`src/rtl/ttl_74193_seq_pkg.sv`:
```
// Shared definitions for the 74193 command sequencer.
// Holds the command opcode encoding used on cmd_op and the sequencer
// state enumeration shared by the top level and the testbench.
package ttl_74193_seq_pkg;

    localparam logic [1:0] OP_CLEAR = 2'b00;
    localparam logic [1:0] OP_LOAD  = 2'b01;
    localparam logic [1:0] OP_UP    = 2'b10;
    localparam logic [1:0] OP_DOWN  = 2'b11;

    typedef enum logic [2:0] {
        ST_IDLE  = 3'd0,
        ST_CLEAR = 3'd1,
        ST_LOAD  = 3'd2,
        ST_LOW   = 3'd3,
        ST_HIGH  = 3'd4,
        ST_DONE  = 3'd5
    } state_t;

endpackage

```
`src/rtl/ttl_74193_seq_phase_timer.sv`:
```
// Loadable down-counter that times the LOW and HIGH phases of a count pulse.
// Ports:
//   clk      - clock, rising edge
//   rst      - asynchronous active-high reset
//   load     - load load_val this cycle (start of a new phase)
//   load_val - phase length minus one
//   expired  - high in the last cycle of the current phase
module ttl_74193_seq_phase_timer #(
    parameter int CNT_W = 1
) (
    input  logic             clk,
    input  logic             rst,
    input  logic             load,
    input  logic [CNT_W-1:0] load_val,
    output logic             expired
);

    logic [CNT_W-1:0] cnt;

    always_ff @(posedge clk or posedge rst) begin
        if (rst) begin
            cnt <= '0;
        end else if (load) begin
            cnt <= load_val;
        end else if (cnt != '0) begin
            cnt <= cnt - CNT_W'(1);
        end
    end

    // Loading length-1 makes a one-cycle phase expire in its first cycle.
    assign expired = (cnt == '0);

endmodule

```
`src/rtl/ttl_74193_sequencer.sv`:
```
// Command sequencer for a 74193 presettable up/down counter.
// Converts a valid/ready command stream (clear, load, count up N, count
// down N) into correctly ordered strobes on the counter pins, keeps a shadow
// copy of the expected count and flags any disagreement with the counter.
// Ports:
//   CP, MR                     - clock (rising edge), async active-high reset
//   cmd_valid/cmd_ready        - command handshake
//   cmd_op/cmd_data/cmd_count  - opcode, load value, pulse count N
//   CNT_MR/CNT_PL_bar/CNT_CPU/CNT_CPD/CNT_D - drive the counter
//   Q, TCU_bar, TCD_bar        - counter feedback used for checking only
//   done                       - one-cycle pulse at command completion
//   shadow_q                   - expected counter value
//   wraps                      - shadow wrap-arounds in the last up/down
//   mismatch                   - sticky counter/shadow disagreement flag
module ttl_74193_sequencer
    import ttl_74193_seq_pkg::*;
#(
    parameter int WIDTH             = 4,
    parameter int STEP_WIDTH        = 8,
    parameter int PULSE_LOW_CYCLES  = 1,
    parameter int PULSE_HIGH_CYCLES = 1
) (
    input  logic                  CP,
    input  logic                  MR,
    input  logic                  cmd_valid,
    output logic                  cmd_ready,
    input  logic [1:0]            cmd_op,
    input  logic [WIDTH-1:0]      cmd_data,
    input  logic [STEP_WIDTH-1:0] cmd_count,
    output logic                  CNT_MR,
    output logic                  CNT_PL_bar,
    output logic                  CNT_CPU,
    output logic                  CNT_CPD,
    output logic [WIDTH-1:0]      CNT_D,
    input  logic [WIDTH-1:0]      Q,
    input  logic                  TCU_bar,
    input  logic                  TCD_bar,
    output logic                  done,
    output logic [WIDTH-1:0]      shadow_q,
    output logic [STEP_WIDTH-1:0] wraps,
    output logic                  mismatch
);

    localparam int MAX_CYCLES = (PULSE_LOW_CYCLES > PULSE_HIGH_CYCLES) ?
                                PULSE_LOW_CYCLES : PULSE_HIGH_CYCLES;
    // Timer holds length-1, so $clog2(MAX_CYCLES) bits suffice.
    localparam int TMR_W = (MAX_CYCLES < 2) ? 1 : $clog2(MAX_CYCLES);
    localparam logic [TMR_W-1:0] LOW_RELOAD  = TMR_W'(PULSE_LOW_CYCLES - 1);
    localparam logic [TMR_W-1:0] HIGH_RELOAD = TMR_W'(PULSE_HIGH_CYCLES - 1);

    function automatic logic [STEP_WIDTH-1:0] sat_inc(input logic [STEP_WIDTH-1:0] v);
        return (v == '1) ? v : v + STEP_WIDTH'(1);
    endfunction

    state_t                state, state_n;
    logic                  dir_down, dir_n;
    logic [STEP_WIDTH-1:0] pulses_left;
    logic                  start;
    logic                  tmr_load;
    logic [TMR_W-1:0]      tmr_val;
    logic                  tmr_expired;
    logic                  q_differs, tcu_err, tcd_err;

    ttl_74193_seq_phase_timer #(
        .CNT_W (TMR_W)
    ) u_phase_timer (
        .clk      (CP),
        .rst      (MR),
        .load     (tmr_load),
        .load_val (tmr_val),
        .expired  (tmr_expired)
    );

    // The counter is cleared both by our own reset and by a CLEAR command.
    assign CNT_MR = MR | (state == ST_CLEAR);

    assign q_differs = (state == ST_DONE) && (Q != shadow_q);
    // Carry/borrow may only be active while the shadow sits at the terminal value.
    assign tcu_err   = !TCU_bar && !CNT_CPU && (shadow_q != '1);
    assign tcd_err   = !TCD_bar && !CNT_CPD && (shadow_q != '0);

    always_comb begin
        state_n  = state;
        dir_n    = dir_down;
        start    = 1'b0;
        tmr_load = 1'b0;
        tmr_val  = LOW_RELOAD;
        case (state)
            ST_IDLE, ST_DONE: begin
                if (cmd_valid && cmd_ready) begin
                    start = 1'b1;
                    case (cmd_op)
                        OP_CLEAR: state_n = ST_CLEAR;
                        OP_LOAD:  state_n = ST_LOAD;
                        default: begin
                            dir_n = (cmd_op == OP_DOWN);
                            if (cmd_count == '0) begin
                                state_n = ST_DONE;
                            end else begin
                                state_n  = ST_LOW;
                                tmr_load = 1'b1;
                            end
                        end
                    endcase
                end else begin
                    state_n = ST_IDLE;
                end
            end
            ST_CLEAR, ST_LOAD: state_n = ST_DONE;
            ST_LOW: begin
                if (tmr_expired) begin
                    state_n  = ST_HIGH;
                    tmr_load = 1'b1;
                    tmr_val  = HIGH_RELOAD;
                end
            end
            ST_HIGH: begin
                if (tmr_expired) begin
                    if (pulses_left != '0) begin
                        state_n  = ST_LOW;
                        tmr_load = 1'b1;
                    end else begin
                        state_n = ST_DONE;
                    end
                end
            end
            default: state_n = ST_IDLE;
        endcase
    end

    always_ff @(posedge CP or posedge MR) begin
        if (MR) begin
            state       <= ST_IDLE;
            dir_down    <= 1'b0;
            pulses_left <= '0;
            cmd_ready   <= 1'b0;
            done        <= 1'b0;
            CNT_PL_bar  <= 1'b1;
            CNT_CPU     <= 1'b1;
            CNT_CPD     <= 1'b1;
            CNT_D       <= '0;
            shadow_q    <= '0;
            wraps       <= '0;
            mismatch    <= 1'b0;
        end else begin
            state     <= state_n;
            dir_down  <= dir_n;
            // Strobes are registered from the next state so they switch on the
            // same edge that enters the state.
            cmd_ready  <= (state_n == ST_IDLE) || (state_n == ST_DONE);
            done       <= (state_n == ST_DONE);
            CNT_PL_bar <= (state_n != ST_LOAD);
            CNT_CPU    <= !((state_n == ST_LOW) && !dir_n);
            CNT_CPD    <= !((state_n == ST_LOW) && dir_n);

            if (start && (cmd_op == OP_LOAD)) begin
                CNT_D <= cmd_data;
            end
            if (start && ((cmd_op == OP_UP) || (cmd_op == OP_DOWN))) begin
                wraps       <= '0;
                pulses_left <= cmd_count;
            end

            case (state)
                ST_CLEAR: shadow_q <= '0;
                ST_LOAD:  shadow_q <= CNT_D;
                ST_LOW: begin
                    // Leaving LOW is the counter's rising edge.
                    if (tmr_expired) begin
                        pulses_left <= pulses_left - STEP_WIDTH'(1);
                        if (dir_down) begin
                            shadow_q <= shadow_q - WIDTH'(1);
                            if (shadow_q == '0) wraps <= sat_inc(wraps);
                        end else begin
                            shadow_q <= shadow_q + WIDTH'(1);
                            if (shadow_q == '1) wraps <= sat_inc(wraps);
                        end
                    end
                end
                default: ;
            endcase

            if (state == ST_CLEAR) begin
                mismatch <= 1'b0;
            end else if (q_differs || tcu_err || tcd_err) begin
                mismatch <= 1'b1;
            end
        end
    end

endmodule

```
`config.mk`:
```
export PLATFORM = sky130hd
export DESIGN_NAME = ttl_74193_sequencer
export DESIGN_NICKNAME = d
export VERILOG_FILES = /design/src/rtl/ttl_74193_seq_pkg.sv /design/src/rtl/ttl_74193_seq_phase_timer.sv /design/src/rtl/ttl_74193_sequencer.sv
export SDC_FILE = /design/constraint.sdc
export NUM_CORES = 1
export LEC_CHECK = 0
export CAP_MARGIN = 40
export CORE_MARGIN = 2
export CORE_UTILIZATION = 35
export CTS_CLUSTER_SIZE = 25
export DETAILED_ROUTE_END_ITERATION = 10
export SYNTH_ARGS = -nofsm -noshare
export SYNTH_HDL_FRONTEND = slang
export SYNTH_SLANG_ARGS = --single-unit
```
`constraint.sdc`:
```
create_clock -name CP -period 2.67 [get_ports CP]
set_clock_uncertainty 0.15 [all_clocks]
set_input_delay 0.267 -clock CP [delete_from_list [all_inputs] [get_ports CP]]
set_output_delay 0.267 -clock CP [all_outputs]
set_load 0.02 [all_outputs]
```
==> results.md <==
- 0.08 ns — clk slew on worst S/H paths
- 0 — antenna violations before repair
- 0 — diode insertion count for antenna repair
- flop — sort of element at the start of the critical path
- 38.6% — Reg power frac
- 34 — number of sinks handled by clock tree synthesis
- 0 — Final Hold Violating Endpoints
- 0.5093 mV — worst-case vdd ir drop
- 0.7464 — routability cong.
- 0.29 ns — clock insertion delay at the later pin of the skew report
- dfrtp_1 — Slowest-stage cell, CP
- flip-flops — family of cells with the greatest summed delay on the critical path
- flop to output pin — kind of critical path
- 3 — count of cell instances traversed by the critical path
- 317 — final cell count without fillers
- done — CTS tree
- 1 — number of buffers and inverters on the critical path
- 1612 — via count of the routed design
- 36.73% — starting utilization of the core area
- 7.224 mm — first-pass GRT wire length
- 4.290 mm — final wirelength
- 2.25 ns — worst path required time
- 48 — number of unique standard cell types used by synthesis
- 2.03 ns — signal arrival time at the worst endpoint
- 26 — Rows
- 15.0% — Clock power frac
- 0 — number of hold-repair buffers added at the cts stage
- dfrtp_1 — Primary FF master, synth
- 40.85% — switching part of the total
- 0.001066 W — power spent charging and discharging nets
- 0 — sum of overflow across all layers after global routing
- 225 — Net Count, Synth
- 0 — remaining antenna violation count
- 46.5% — power share of the combinational group
- no — setup repair after global routing missed its margin
- 10.12% — fraction of layout instances using a drive strength above 1
- clkdlybuf4s50_1 (45), dfrtp_1 (31), nand2_1 (18) — most frequent cells in the layout
- output pin — type of destination of the critical path
- 77.91 um — Die W
- 0 — Setup-failing EPs final
- 309 — post-placement cell count
- 0.001543 W — Int Pwr
- 1537 — via count of the first global-routing pass
- nand2b_1 -> o21ai_0 -> clkdlybuf4s50_1 — critical path, cell by cell
- 45 — number of I/O port buffers
- 77.91 um — vertical die dimension
- 2530 um^2 — design area
- 0 — Yosys warnings
- 9.705 um^2 — mean post-synth cell area
- 4 — Register-to-Register Path Depth
- 2 — Max H-tree Level
- 0 — number of enable flip-flop cells after synthesis
- 34 — number of synthesized register bits
- 16 — largest fanout of any net on the critical path
- 100.0% — share of flip-flops with an asynchronous set or reset
- 0.002609 W — Power, Total
- 0.5158 ns — pin slew with the least headroom to its limit
- 48.61% — end-of-flow core utilization
- 0 — post-detailed-route DRC marker count
- 0 — Final Max Slew Viols
- primary input to asynchronous set/reset pin — kind of path behind the tightest hold check
- 71 — DRC marker count from the first detailed-route iteration
- 3.211 mm — Detailed Place HPWL
- 44.70% — Seq/Total Area, Yosys
- 13.53 um — routed length per placed instance
- 46 — number of I/O pins
- 32.33% — area growth from synthesis to layout
- 91.58% — Period Utilization, post-route
- 14.88% — gr usage total
- 0 — number of gates resized after CTS
- 2440 um^2 — post-detailed-placement cell area
- 65.61% — Max transition margin
- 5 — Num CTS Buffers
- clkdlybuf4s50_1 — most common cell after layout, fill and taps aside
- 0 — number of max-cap violations
- 1912 um^2 — Netlist Area Pre-Place
- finished clean — status
- 4 — router iterations before antenna repair
- 5205 um^2 — Placeable Area
- 409.0 MHz — maximum operating frequency
- 0.67 ns — largest stage delay on the critical path
- 0 ns — sum of negative setup slack
- 2.445 ns — final period demand of the worst path
- 2 — Max clock buf depth
- clkbuf_8 — buffer cell driving the clock tree root
- 197 — number of instances in the synthesized netlist
- 1031 nW/um^2 — power density of the placed cells
- 1.018 nW — standby leakage power
- state[0] — launch instance of the worst register-to-register path
- 5.085 — Vias per Instance
- 6069 um^2 — area of the die
- 0 — Post CTS Setup Buffer Count
- 274 — # nets final
- CNT_D[1] — end of the worst register-to-register path
- 35 — pin count of the biggest net entering global routing
- 0.40 ns — Register-to-Register Setup Slack
[worst max-delay path by stage]
stage | startpoint | end | slack (ns)
final | state[0] | CNT_MR | 0.22
after global routing | state[0] | CNT_MR | 0.14
after CTS | state[0] | CNT_MR | 0.25
after detailed placement | cmd_count[0] | cmd_ready | 0.41
after global placement | cmd_valid | CNT_D[2] | 0.42
after floorplan | state[0] | CNT_CPU | 0.66
[sequential cells by signal, summed over array words and instances (netlist names), 3 cells and up]
| signal | count |
|---|---|
| wraps | 8 |
| state | 3 |
| CNT_D | 4 |
| pulses_left | 8 |
| shadow_q | 4 |
[through the flow]
step | setup WS [ns] | hold slack (ns)
2_1_floorplan | 0.6601 | 0.2327
3_3_place_gp | 0.4180 | 0.3525
3_5_place_dp | 0.4096 | 0.3575
4_1_cts | 0.2464 | 0.2992
5_1_grt | 0.1351 | 0.3411
6_report | 0.2249 | 0.2578
[synth_stat cells, types with 2 or more instances]
| master | number | area [um^2] |
|---|---|---|
| a211oi_1 | 2 | 15.01 |
| a21o_1 | 2 | 15.01 |
| a21oi_1 | 10 | 50.05 |
| a221o_1 | 2 | 20.02 |
| a41oi_1 | 4 | 35.03 |
| and2_1 | 2 | 12.51 |
| and3_1 | 2 | 12.51 |
| buf_2 | 2 | 10.01 |
| buf_6 | 2 | 22.52 |
| clkbuf_1 | 4 | 15.01 |
| dfrtp_1 | 31 | 775.7 |
| dfstp_2 | 3 | 78.83 |
| ha_1 | 4 | 50.05 |
| inv_1 | 9 | 33.78 |
| mux2_2 | 4 | 45.04 |
| mux2i_1 | 7 | 70.07 |
| nand2_1 | 18 | 67.56 |
| nand2b_1 | 3 | 18.77 |
| nand3_1 | 9 | 45.04 |
| nand3b_1 | 3 | 22.52 |
| nand4_1 | 3 | 18.77 |
| nor2_1 | 17 | 63.81 |
| nor3_1 | 4 | 20.02 |
| nor3b_1 | 2 | 15.01 |
| nor4b_1 | 2 | 17.52 |
| o211ai_1 | 3 | 22.52 |
| o21ai_0 | 13 | 65.06 |
| o311ai_0 | 2 | 17.52 |
| or4_1 | 4 | 30.03 |
| xnor2_1 | 6 | 52.55 |
[metal layers]
| layer | vias to the layer above | GRT usage (%) | wire (um) |
|---|---|---|---|
| met4 | 0 | 5.789 | 77 |
| met2 | 23 | 23.19 | 1959 |
| li1 | 813 | - | - |
| met5 | - | 0 | 0 |
| met3 | 6 | 4.070 | 169 |
| met1 | 770 | 19.63 | 2083 |
[logic make-up after synthesis]
| group | after synthesis | share of synthesized area [%] |
|---|---|---|
| AND/OR/NAND/NOR | 78 | 22.25 |
| AO/OA/AOI/OAI | 44 | 15.12 |
| XOR/XNOR | 7 | 3.207 |
| adder cells (fa/ha/maj) | 5 | 3.665 |
| multiplexers | 12 | 6.806 |
| flip-flops | 34 | 44.70 |
| buffers and inverters | 17 | 4.254 |
[worst register-to-register path, cell delays in order (launching register included)]
cell and delay [ns]:
dfrtp_1 0.57, xor2_1 0.24, or3_4 0.40, nor3b_2 0.40, mux2_2 0.40
[final cells by class]
class | count | area, um^2
multi-input combinational | 146 | 975.9
clock inverter | 3 | 21.27
tap | 70 | 87.58
sequential | 34 | 854.6
clock buffer | 5 | 68.82
timing repair buffer | 50 | 488.0
inverter | 9 | 33.78
fill | 507 | 2675
[power by group through the flow]
stage / registers [W] / clock network (W) / logic [W]
after floorplan: 0.00107 / 0 / 0.000711
after global placement: 0.00101 / 0 / 0.00121
after detailed placement: 0.00101 / 0 / 0.00122
after CTS: 0.00101 / 0.000399 / 0.00123
after global routing: 0.00105 / 0.000421 / 0.00135
final: 0.00101 / 0.000390 / 0.00121
No activity file was read; power rests on OpenSTA's default activity.
